## src/rtl/wb_scoreboard_pkg.sv

```systemverilog
// wb_scoreboard_pkg: shared types for the pending-write scoreboard.
package wb_scoreboard_pkg;
    localparam int ADDR_W = 5;
    typedef logic [ADDR_W-1:0] reg_addr_t;
    typedef struct packed {
        logic      valid;
        reg_addr_t addr;
    } sb_entry_t;
endpackage

```

## src/rtl/sb_addr_match.sv

```systemverilog
// sb_addr_match: one entry-vs-probe equality compare; x0 never matches.
module sb_addr_match
    import wb_scoreboard_pkg::*;
#(
    parameter int W = ADDR_W
) (
    input  logic         valid_i,
    input  logic [W-1:0] entry_i,
    input  logic [W-1:0] probe_i,
    output logic         match_o
);
    assign match_o = valid_i & (probe_i != '0) & (entry_i == probe_i);
endmodule

```

## src/rtl/wb_pending_scoreboard.sv

```systemverilog
// wb_pending_scoreboard: in-order FIFO of pending long-latency destinations with decode hazard detect.
// Define WB_SCOREBOARD_BYPASS_EN to hide the retiring entry from hazard_o (writeback forwarded to decode).
module wb_pending_scoreboard #(
    parameter int DEPTH  = 4,
    parameter int ADDR_W = wb_scoreboard_pkg::ADDR_W
) (
    input  logic                     clk_i,
    input  logic                     rst_i,
    input  logic                     issue_valid_i,
    input  logic [ADDR_W-1:0]        issue_rd_i,
    output logic                     issue_ready_o,
    input  logic                     wb_valid_i,
    output logic [ADDR_W-1:0]        wb_rd_o,
    input  logic [ADDR_W-1:0]        rs1_i,
    input  logic [ADDR_W-1:0]        rs2_i,
    input  logic [ADDR_W-1:0]        rd_i,
    output logic                     hazard_o,
    output logic [$clog2(DEPTH):0]   count_o,
    output logic                     empty_o
);
    localparam int PTR_W = $clog2(DEPTH);
    localparam int CNT_W = PTR_W + 1;

    logic [DEPTH-1:0]  valid_q, valid_d;
    logic [ADDR_W-1:0] addr_q [DEPTH];
    logic [PTR_W-1:0]  wr_ptr_q, rd_ptr_q;
    logic [CNT_W-1:0]  count_q, count_d;
    logic              push, pop;
    logic [DEPTH-1:0]  m_rs1, m_rs2, m_rd;

    assign pop           = wb_valid_i & (count_q != '0);
    assign issue_ready_o = (count_q < CNT_W'(DEPTH)) | wb_valid_i;
    // x0 completes the handshake but is never stored
    assign push          = issue_valid_i & issue_ready_o & (issue_rd_i != '0);
    assign count_d       = count_q + CNT_W'(push) - CNT_W'(pop);
    assign count_o       = count_q;
    assign empty_o       = (count_q == '0);
    assign wb_rd_o       = empty_o ? '0 : addr_q[rd_ptr_q];
    assign hazard_o      = |{m_rs1, m_rs2, m_rd};

    // push after pop so a full-buffer push/pop on the same slot leaves it valid
    always_comb begin
        valid_d = valid_q;
        if (pop) valid_d[rd_ptr_q] = 1'b0;
        if (push) valid_d[wr_ptr_q] = 1'b1;
    end

    always_ff @(posedge clk_i or posedge rst_i) begin
        if (rst_i) begin
            valid_q  <= '0;
            wr_ptr_q <= '0;
            rd_ptr_q <= '0;
            count_q  <= '0;
        end else begin
            valid_q  <= valid_d;
            count_q  <= count_d;
            wr_ptr_q <= push ? wr_ptr_q + PTR_W'(1) : wr_ptr_q;
            rd_ptr_q <= pop ? rd_ptr_q + PTR_W'(1) : rd_ptr_q;
        end
    end

    always_ff @(posedge clk_i) begin
        if (push) addr_q[wr_ptr_q] <= issue_rd_i;
    end

    for (genvar k = 0; k < DEPTH; k++) begin : g_ent
        logic live;
`ifdef WB_SCOREBOARD_BYPASS_EN
        assign live = valid_q[k] & ~(wb_valid_i & (rd_ptr_q == PTR_W'(k)));
`else
        assign live = valid_q[k];
`endif
        sb_addr_match #(.W(ADDR_W)) u_rs1 (.valid_i(live), .entry_i(addr_q[k]), .probe_i(rs1_i), .match_o(m_rs1[k]));
        sb_addr_match #(.W(ADDR_W)) u_rs2 (.valid_i(live), .entry_i(addr_q[k]), .probe_i(rs2_i), .match_o(m_rs2[k]));
        sb_addr_match #(.W(ADDR_W)) u_rd  (.valid_i(live), .entry_i(addr_q[k]), .probe_i(rd_i),  .match_o(m_rd[k]));
    end

    a_wb_empty: assert property (@(posedge clk_i) disable iff (rst_i) !(wb_valid_i && empty_o))
        else $warning("wb_valid_i with no pending entry ignored");
endmodule

```

## config.mk

```make
export PLATFORM = sky130hd
export DESIGN_NAME = wb_pending_scoreboard
export DESIGN_NICKNAME = d
export VERILOG_FILES = /design/src/rtl/wb_scoreboard_pkg.sv /design/src/rtl/sb_addr_match.sv /design/src/rtl/wb_pending_scoreboard.sv
export SDC_FILE = /design/constraint.sdc
export NUM_CORES = 1
export LEC_CHECK = 0
export BUFFER_PORTS_ARGS = -buffer_cell sky130_fd_sc_hd__clkbuf_2
export CAP_MARGIN = 0
export CORE_MARGIN = 4
export CORE_UTILIZATION = 50
export DETAILED_ROUTE_END_ITERATION = 10
export HOLD_SLACK_MARGIN = 0.12
export PLACE_DENSITY = 0.73
export SLEW_MARGIN = 20
export SYNTH_ARGS = -nofsm -noshare
export SYNTH_HDL_FRONTEND = slang
export SYNTH_HIERARCHICAL = 1
export SYNTH_SLANG_ARGS = --single-unit
```

## constraint.sdc

```tcl
create_clock -name clk_i -period 2.5 [get_ports clk_i]
set_clock_uncertainty 0.05 [all_clocks]
set_input_delay 0.125 -clock clk_i [delete_from_list [all_inputs] [get_ports clk_i]]
set_output_delay 0.125 -clock clk_i [all_outputs]
set_load 0.005 [all_outputs]
```

==> metrics.csv <==
stage,metric,value,unit
status,status,finished clean,
clock_network,CTS tree,built,
place,pre-CTS setup slack,0.240,ns
global_route,grt ovf,0,
synthesis,Post-Syn Instances,211,
clock_network,Max clock buf depth,2,
worst_setup_path,kind of critical path,in2reg,
power,worst vdd ir,0.581,mV
die,Core Region,0.00435,mm2
synthesis,Synth Area in Adders,5.88,%
global_route,initial antenna violation count,0,
synthesis,largest family of logic cells by synthesized area,simple AND/OR/NAND/NOR gates,
worst_setup_path,CP Launch Type,primary input,
power,leakage power figure,1.10,nW
detailed_routing,via count,1833,
synthesis,Post-Synth Simple-Gate Area,21.8,%
global_route,first-pass GRT wire length,8800,um
synthesis,"FF+latch count, synth",31,
timing,RSZ-0062 raised after global routing,false,
synthesis,Synth Area in Compound Gates,5.60,%
detailed_routing,"wirelength, routed",5900,um
detailed_routing,antenna-violating nets left,0,
die,I/O Pins,35,
timing,worst hold slack,0.167,ns
timing,max_slew headroom,71.8,%
finish,post-route cell area,0.00268,mm2
place,Port Buffers,34,
worst_setup_path,WP data required,2.66,ns
die,die area,0.00565,mm2
worst_setup_path,R2R Setup Slk,0.26,ns
worst_setup_path,maximum fanout along the worst path,5,
clock_network,Clock Root Buffer,clkbuf_8,
clock_network,clk sinks,31,
worst_setup_path,CP Cell Sequence,"dlygate4sd3_1, or4_4, o211a_4, xnor2_2, ha_2, inv_1, fa_1, xnor2_1, xnor2_1",
finish,layout cells sized above 1,20.4,%
finish,Layout Cells excl Fill,312,
detailed_routing,Wirelength per Cell,18.9,um
worst_setup_path,r2r endpoint,count_o[2],
min_path,Hold Crit Endpoint,wr_ptr_q[0],
flow_run,MaxCap Viol Count,0,
timing,minimum clock period,2.35,ns
die,die width,75.2,um
clock_network,CTS Buf Count,5,
finish,Ant. Diodes,0,
power,Pwr Total,2.33,mW
worst_setup_path,Critical Path Sink Type,flop,
timing,Least-Margin Pin Slew,0.423,ns
min_path,hold path startpoint,issue_valid_i,
power,Logic pwr share,38.4,%
worst_setup_path,Crit path top cell by count,xnor2_1,
finish,most frequent cells in the layout,"xor2_1 (36), clkbuf_2 (32), edfxtp_1 (20), nand2_1 (17), xnor2_1 (16)",
global_route,pin count of the biggest net entering global routing,13,
synthesis,Synth Area in XOR/XNOR,20.6,%
synthesis,Avg Inst Size Synth,10.7,um2
clock_network,Worst-Skew Late Latency,0.28,ns
place,DP Cell Count,296,
worst_setup_path,R2R cell count,8,
power,net switching power,0.851,mW
place,GPL Wtd Cong,0.861,
timing,Final setup viols,0,
power,clock share of power,20.1,%
die,Initial Util,51.8,%
global_route,vias in the first global route,1629,
synthesis,"Distinct cells, synth",26,
min_path,Hold/Removal Path Class,in2reg,
global_route,Tot GR Track Use,21.7,%
min_path,worst hold stages,3,
power,Sw Share,36.6,%
synthesis,Syn Std Cell Area,0.00226,mm2
worst_setup_path,critical path arrival,2.51,ns
clock_network,Clock transition at path regs,0.06,ns
power,PD cells,867,mW/mm2
die,row count,24,
timing,"Hold Violations, Final",0,
detailed_routing,Vias/cell,5.88,
worst_setup_path,"Slowest-stage cell, CP",dlygate4sd3_1,
power,Flop pwr share,41.6,%
die,chip height,75.2,um
detailed_routing,Initial DRC Count,145,
worst_setup_path,worst stage delay on the critical path,0.60,ns
finish,"commonest non-fill, non-tap cell in the layout",xor2_1,
synthesis,YS warnings,6,
finish,# nets final,293,
detailed_routing,DRC violations left,0,
power,Cell Int Power,1.47,mW
synthesis,post-synthesis sequential area ratio,38.8,%
synthesis,mux contribution to synthesized area,5.49,%
timing,final setup margin,0.149,ns
timing,Fmax,0.425,GHz
finish,Final Core Density,61.6,%
timing,Setup TNS Final,0,ns
detailed_routing,drt pass-1 iters,4,
place,HPWL Detailed,4160,um
worst_setup_path,Critical R2R Launch,count_o[1],
synthesis,Synth Net Count,245,
timing,Final Max Tran Viols,0,
place,Post-DP Area,0.00248,mm2
clock_network,H-tree depth,2,
timing,Tcrit/Tclk final,94.0,%
finish,P&R area growth vs syn,19.0,%
-- repair_timing --
item,in CTS,in global routing
hold buffers,6,0
hold endpoints to repair,31,0
setup buffers,0,4
setup endpoints to repair,0,1
gates resized for setup,0,3
-- cell usage after synthesis, drive strengths merged --
cell type,count,area [um2]
nor2b,5,31.3
or2,12,75.1
o31a,1,8.76
dfrtp,11,275
o211a,1,17.5
a22o,4,35.0
inv,7,26.3
nor2,1,3.75
xnor2,17,149
nand2b,2,12.5
clkbuf,1,3.75
or4,1,11.3
mux4,5,113
nor3,13,65.1
o21ai,13,65.1
ha,9,113
buf,1,11.3
nand3,1,5.00
edfxtp,20,601
xor2,36,315
and4,12,105
mux2,1,11.3
nor4,15,93.8
fa,1,20.0
and2,4,25.0
nand2,17,63.8
-- logic make-up after synthesis --
family	after synthesis
AOI/OAI and AO/OA	19
xor gates and xnor gates	53
adders and majority gates	10
buffers and inverters	9
DFF	31
muxes	6
and+or+nand+nor	83
-- critical path, delay by kind of cell --
| family | cells | cell delay (ns) |
|---|---|---|
| fa+ha+maj | 2 | 0.55 |
| compound gates | 1 | 0.29 |
| xor+xnor | 3 | 0.45 |
| buf+inv | 2 | 0.64 |
| simple gates | 1 | 0.44 |
-- power by group through the flow --
stage	logic, mW	registers [mW]	clock network (mW)
CTS	0.852	0.957	0.477
global route	0.987	0.987	0.506
detailed placement	0.831	0.970	0
global placement	0.818	0.956	0
finish	0.892	0.967	0.466
floorplan	0.600	0.849	0
-- per-layer routing --
layer	vias up	wire length, um	share of wire [%]	GRT usage (%)
met5	-	0	0	0
met4	0	112	1.9	7.18
met3	12	431	7.3	3.60
met2	74	2850	48	34.6
met1	883	2510	42	30.2
li1	864	-	-	-
-- state kept, by name, summed over array words and instances (netlist names) --
| signal | flops |
|---|---|
| valid_q | 4 |
| wr_ptr_q | 2 |
| rd_ptr_q | 2 |
| addr_q | 20 |
| count_o | 3 |
-- final cells by class --
| class | count | area, um2 |
|---|---|---|
| Multi-Input combinational cell | 171 | 1350 |
| Tap cell | 52 | 65.1 |
| Clock buffer | 5 | 68.8 |
| Inverter | 7 | 26.3 |
| Sequential cell | 31 | 876 |
| Clock inverter | 3 | 38.8 |
| Timing Repair Buffer | 43 | 260 |
| Fill cell | 364 | 1670 |
-- worst max path at each step --
stage	start	endpoint	cells past startpoint
global route	issue_rd_i[4]	count_o[2]	9
CTS	issue_rd_i[2]	count_o[2]	10
finish	issue_rd_i[4]	count_o[2]	9
global placement	issue_rd_i[0]	count_o[2]	9
floorplan	count_o[1]	count_o[2]	8
detailed placement	issue_rd_i[0]	count_o[2]	9
(Power assumes the default switching activity.)
